--- config.mk ---
export PLATFORM = sky130hd
export DESIGN_NAME = dmi_arbiter
export DESIGN_NICKNAME = d
export VERILOG_FILES = /design/src/rtl/dmi_arbiter.sv
export SDC_FILE = /design/constraint.sdc
export NUM_CORES = 1
export LEC_CHECK = 0
export ABC_AREA = 1
export BUFFER_PORTS_ARGS = -buffer_cell sky130_fd_sc_hd__buf_2
export CORE_MARGIN = 3
export CORE_UTILIZATION = 40
export CTS_BUF_LIST = sky130_fd_sc_hd__clkbuf_2 sky130_fd_sc_hd__clkbuf_4 sky130_fd_sc_hd__clkbuf_8
export CTS_CLUSTER_SIZE = 30
export DETAILED_ROUTE_END_ITERATION = 10
export GPL_TIMING_DRIVEN = 0
export HOLD_SLACK_MARGIN = 0.08
export PLACE_DENSITY = 0.81
export SYNTH_ARGS = -nofsm -noshare
export SYNTH_HDL_FRONTEND = slang
export SYNTH_SLANG_ARGS = --single-unit
export TNS_END_PERCENT = 50
--- constraint.sdc ---
create_clock -name clk_i -period 1.55 [get_ports clk_i]
set_input_delay 0.2325 -clock clk_i [delete_from_list [all_inputs] [get_ports clk_i]]
set_output_delay 0.2325 -clock clk_i [all_outputs]
set_load 0.02 [all_outputs]
--- src/rtl/dmi_arbiter.sv ---
// Round-robin arbiter sharing the Debug Module DMI port between two DMI masters.
// Optional watchdog: define DMI_ARB_TIMEOUT_EN.
module dmi_arbiter #(
  parameter int unsigned ABITS          = 7,
  parameter int unsigned TIMEOUT_CYCLES = 1024
) (
  input  logic             clk_i,
  input  logic             rst_ni,
  input  logic             m0_req_valid_i,
  output logic             m0_req_ready_o,
  input  logic [ABITS-1:0] m0_req_addr_i,
  input  logic [1:0]       m0_req_op_i,
  input  logic [31:0]      m0_req_data_i,
  output logic             m0_resp_valid_o,
  input  logic             m0_resp_ready_i,
  output logic [31:0]      m0_resp_data_o,
  output logic [1:0]       m0_resp_resp_o,
  input  logic             m1_req_valid_i,
  output logic             m1_req_ready_o,
  input  logic [ABITS-1:0] m1_req_addr_i,
  input  logic [1:0]       m1_req_op_i,
  input  logic [31:0]      m1_req_data_i,
  output logic             m1_resp_valid_o,
  input  logic             m1_resp_ready_i,
  output logic [31:0]      m1_resp_data_o,
  output logic [1:0]       m1_resp_resp_o,
  output logic             dmi_req_valid_o,
  input  logic             dmi_req_ready_i,
  output logic [ABITS-1:0] dmi_req_addr_o,
  output logic [1:0]       dmi_req_op_o,
  output logic [31:0]      dmi_req_data_o,
  input  logic             dmi_resp_valid_i,
  output logic             dmi_resp_ready_o,
  input  logic [31:0]      dmi_resp_data_i,
  input  logic [1:0]       dmi_resp_resp_i,
  output logic             grant_o,
  output logic             busy_o
);

  typedef enum logic [1:0] {StIdle, StIssue, StWaitResp, StReturn} state_e;

  state_e           state_q, state_d;
  logic             grant_q, grant_d;
  logic             last_q, last_d;
  logic [ABITS-1:0] addr_q, addr_d;
  logic [1:0]       op_q, op_d;
  logic [31:0]      wdata_q, wdata_d;
  logic [31:0]      rdata_q, rdata_d;
  logic [1:0]       rresp_q, rresp_d;
  logic             winner;
  logic             resp_ready_sel;

`ifdef DMI_ARB_TIMEOUT_EN
  localparam int unsigned CntW = $clog2(TIMEOUT_CYCLES);

  logic [CntW-1:0] cnt_q, cnt_d;
  logic            stale_q, stale_d;
  logic            timeout;

  assign timeout = (cnt_q == CntW'(TIMEOUT_CYCLES - 1));

  always_comb begin
    cnt_d   = (state_q inside {StIssue, StWaitResp}) ? cnt_q + CntW'(1) : '0;
    stale_d = stale_q && !dmi_resp_valid_i;
    // An abandoned transaction the DM already accepted will still answer later.
    if (timeout && (state_q == StIssue) && dmi_req_ready_i) stale_d = 1'b1;
    if (timeout && (state_q == StWaitResp) && !(dmi_resp_valid_i && !stale_q)) stale_d = 1'b1;
  end

  always_ff @(posedge clk_i or negedge rst_ni) begin
    if (!rst_ni) begin
      cnt_q   <= '0;
      stale_q <= 1'b0;
    end else begin
      cnt_q   <= cnt_d;
      stale_q <= stale_d;
    end
  end
`else
  logic stale_q;
  logic timeout;
  logic unused_timeout;

  assign stale_q        = 1'b0;
  assign timeout        = 1'b0;
  assign unused_timeout = ^TIMEOUT_CYCLES;
`endif

  // last_q holds the previous winner; resetting it to 1 makes requester 0 win first.
  assign winner         = (m0_req_valid_i && m1_req_valid_i) ? ~last_q : m1_req_valid_i;
  assign resp_ready_sel = grant_q ? m1_resp_ready_i : m0_resp_ready_i;

  always_comb begin
    state_d        = state_q;
    grant_d        = grant_q;
    last_d         = last_q;
    addr_d         = addr_q;
    op_d           = op_q;
    wdata_d        = wdata_q;
    rdata_d        = rdata_q;
    rresp_d        = rresp_q;
    m0_req_ready_o = 1'b0;
    m1_req_ready_o = 1'b0;
    unique case (state_q)
      StIdle: begin
        if (m0_req_valid_i || m1_req_valid_i) begin
          m0_req_ready_o = !winner;
          m1_req_ready_o = winner;
          grant_d        = winner;
          addr_d         = winner ? m1_req_addr_i : m0_req_addr_i;
          op_d           = winner ? m1_req_op_i : m0_req_op_i;
          wdata_d        = winner ? m1_req_data_i : m0_req_data_i;
          state_d        = StIssue;
        end
      end
      StIssue: begin
        if (timeout) begin
          rdata_d = '0;
          rresp_d = 2'd2;
          state_d = StReturn;
        end else if (dmi_req_ready_i) begin
          state_d = StWaitResp;
        end
      end
      StWaitResp: begin
        if (dmi_resp_valid_i && !stale_q) begin
          rdata_d = dmi_resp_data_i;
          rresp_d = dmi_resp_resp_i;
          state_d = StReturn;
        end else if (timeout) begin
          rdata_d = '0;
          rresp_d = 2'd2;
          state_d = StReturn;
        end
      end
      StReturn: begin
        if (resp_ready_sel) begin
          last_d  = grant_q;
          state_d = StIdle;
        end
      end
    endcase
  end

  always_ff @(posedge clk_i or negedge rst_ni) begin
    if (!rst_ni) begin
      state_q <= StIdle;
      grant_q <= 1'b0;
      last_q  <= 1'b1;
      addr_q  <= '0;
      op_q    <= '0;
      wdata_q <= '0;
      rdata_q <= '0;
      rresp_q <= '0;
    end else begin
      state_q <= state_d;
      grant_q <= grant_d;
      last_q  <= last_d;
      addr_q  <= addr_d;
      op_q    <= op_d;
      wdata_q <= wdata_d;
      rdata_q <= rdata_d;
      rresp_q <= rresp_d;
    end
  end

  assign busy_o           = (state_q != StIdle);
  assign grant_o          = grant_q;
  assign dmi_req_valid_o  = (state_q == StIssue);
  assign dmi_req_addr_o   = addr_q;
  assign dmi_req_op_o     = op_q;
  assign dmi_req_data_o   = wdata_q;
  // A stale response must be drained whatever state the FSM is in.
  assign dmi_resp_ready_o = (state_q == StWaitResp) || stale_q;
  assign m0_resp_valid_o  = (state_q == StReturn) && !grant_q;
  assign m1_resp_valid_o  = (state_q == StReturn) && grant_q;
  assign m0_resp_data_o   = rdata_q;
  assign m0_resp_resp_o   = rresp_q;
  assign m1_resp_data_o   = rdata_q;
  assign m1_resp_resp_o   = rresp_q;

endmodule

==> results.sh <==
export IMPL_status="finished with violations"
export IMPL_violations="negative setup slack"
export IMPL_critPathLaunchType="register"
export IMPL_yosysMostFrequentCell="o21ai_1"
export IMPL_synthFlopType="dfrtp_1"
export IMPL_synth_top_area_share=0.509
export IMPL_slew_headroom=0.635
export IMPL_setup_viol=4
export IMPL_hpwlAfterDp_um=9650
export IMPL_stdcell_count=779
export IMPL_die_w_um=104
export IMPL_synth_area_um2=3830
export IMPL_drcViolationCount=0
export IMPL_die_y_um=104
export IMPL_synthTopCellsByArea="dfrtp_1 (51%), o21ai_1 (10%), mux2_2 (10%)"
export IMPL_gp_congestion=0.838
export IMPL_finalInstanceArea_um2=5680
export IMPL_cts_num_sinks=79
export IMPL_grt_pass1_wl_um=19500
export IMPL_clk_pin_slew_worst_paths_ns=0.09
export IMPL_max_freq_mhz=631
export IMPL_synthCells=382
export IMPL_power_density_nw_per_um2=2360
export IMPL_track_usage=0.227
export IMPL_skew_ns=0.0103
export IMPL_totalWireLength_um=12500
export IMPL_end_kind="output pin"
export IMPL_syn_mean_instance_area_um2=10.0
export IMPL_irDropWorstVdd_mv=0.989
export IMPL_n_antenna_cell=0
export IMPL_root_buffer="clkbuf_8"
export IMPL_required_ns=1.32
export IMPL_vias=3818
export IMPL_first_pass_iters=4
export IMPL_grt_pass1_vias=3890
export IMPL_synth_fa_ha_area_frac=0.0131
export IMPL_clockBufferDepth=2
export IMPL_worstPathMaxFanout=3
export IMPL_area_growth_syn_to_layout_pct=48.2
export IMPL_maxCapViolCount=0
export IMPL_viasPerCell=4.90
export IMPL_drive_gt1_frac=0.577
export IMPL_synth_xor_area_frac=0
export IMPL_port_buffers=239
export IMPL_tightest_slew_ns=0.548
export IMPL_seq_area_um2=1980
export IMPL_synth_async_reset_ratio=1.00
export IMPL_rsz0062_at_grt="yes"
export IMPL_muxShareOfSynthArea=0.0999
export IMPL_period_needed_ns=1.58
export IMPL_start_util=0.413
export IMPL_nFillCells=805
export IMPL_clock_latency_ns=0.34
export IMPL_synth_nets=510
export IMPL_synth_compound_area_frac=0.166
export IMPL_timing_final_hold_violations=0
export IMPL_antenna_found_initial=1
export IMPL_dpl_cell_area_um2=5220
export IMPL_yosysWarnings=0
export IMPL_synthSimpleGateAreaFrac=0.0780
export IMPL_dieArea_um2=10800
export IMPL_worstHoldPathType="in2reg"
export IMPL_synth_top_family_by_area="compound AO/OA/AOI/OAI gates"
export IMPL_grt_max_degree=51
export IMPL_synth_enable_flop_cells=0
export IMPL_setup_ws_ns=-0.0348
export IMPL_yosysSeqAreaShare=0.516
export IMPL_placed_cells=751
export IMPL_yosys_area_top_type="dfrtp_1"
export IMPL_post_route_period_util=1.02
export IMPL_cts_buffers_inserted=9
export IMPL_ys_types=22
export IMPL_coreArea_um2=9280
export IMPL_wl_per_cell_um=16.1
export IMPL_multi_input_area_um2=1430
export IMPL_ys_seq_elements=79
export IMPL_crit_arrival_ns=1.35
export IMPL_nets=773
export IMPL_ant_nets=0
export IMPL_fin_util=0.612
export IMPL_synth_common_cells="o21ai_1 (80), dfrtp_1 (78), nand2_1 (54)"
export IMPL_whs_ns=0.112
export IMPL_row_count=35
export IMPL_power_leakage_uw=0.00298
export IMPL_setup_worst_path_class="reg2out"
export IMPL_drv_slew=0
export IMPL_cts_tree="yes"
export IMPL_drt_initial_drc_count=139
export IMPL_grt_overflow=0
export IMPL_htree_levels=3
export IMPL_pin_count=241
[through the flow]
step / TNS, ns / setup slack [ns] / power (µW)
floorplan: -0.352 / -0.0117 / 8620
global placement: -26.93 / -0.319 / 10900
detailed placement: -4.52 / -0.150 / 11200
CTS: -0.207 / -0.0920 / 13400
global route: -0.392 / -0.0958 / 14200
finish: -0.111 / -0.0348 / 13400
[repair_timing]
action | in CTS | in global routing
pin swaps | 3 | 2
hold buffers | 1 | 0
setup buffers | 8 | 3
endpoints found under the setup margin | 72 | 6
gates resized for setup | 24 | 10
hold endpoints to repair | 28 | 0
[registers in the layout (all words and copies together), names as in the netlist]
signal and cells:
m0_resp_resp_o 2, dmi_req_op_o 2, dmi_req_data_o 32, grant_o 1
dmi_req_addr_o 7, m0_resp_data_o 32, state_q 2, last_q 1
[cell families (layout without fill, tap and decap cells)]
| family | count (synthesis) | count (layout) |
|---|---|---|
| AOI/OAI and AO/OA | 126 | 126 |
| adders and majority gates | 4 | 4 |
| buffers and inverters | 71 | 339 |
| DFF | 79 | 79 |
| muxes | 34 | 34 |
| and+or+nand+nor | 68 | 68 |
[path summary, 6_finish.rpt]
path	cells after the start	slack [ns]	endpoint	from
min	2	0.11	m0_resp_data_o[18]	dmi_resp_data_i[18]
max reg2reg	5	0.06	m0_resp_data_o[6]	state_q[1]
max	5	-0.03	m0_resp_valid_o	state_q[0]
min in group asynchronous	2	0.37	dmi_req_addr_o[6]	rst_ni
max in group asynchronous	3	0.58	m0_resp_resp_o[1]	rst_ni
min reg2reg	2	0.49	dmi_req_data_o[31]	dmi_req_data_o[31]
[where the power goes]
group	internal (µW)	switching, µW	leakage, µW
Sequential	3140	702	0.000946
Combinational	3200	4450	0.00191
Clock	1120	793	0.000123
[layout make-up]
class                   instances  share of cell area
repair buffers                252               0.235
inverters                      13             0.00991
clock buffers                  10              0.0242
flip-flops and latches         79               0.348
clock inverters                 6              0.0203
well taps                     129              0.0284
multi-input cells             232               0.252
plain buffers                  58              0.0815
[per-layer routing]
metal  track usage  vias up  wire (µm)
met5             0        -         13
met4        0.0731        2        262
met3        0.0540       21        778
met2         0.416      179       6570
met1         0.259     1828       4910
li1              -     1788          -
[cell usage in the layout, fill, tap and decap left out, types with 3 or more instances in the layout]
master	Yosys	final
o21ai_1	80	80
inv_2	0	3
nand2_4	1	3
clkbuf_8	0	10
buf_6	9	14
clkbuf_1	4	4
o21ai_0	4	4
bufinv_16	0	3
nand2_1	54	53
mux2_2	34	34
dfrtp_1	78	78
a21oi_1	41	41
buf_4	38	51
inv_1	12	8
buf_2	7	238
nand3_1	4	4
[worst max-delay path: stages (launching register included)]
cell and delay [ns]:
dfrtp_1 0.41, buf_4 0.16, ha_2 0.20, inv_2 0.07, nor2_2 0.03, buf_4 0.15
No activity file was read; power rests on OpenSTA's default activity.
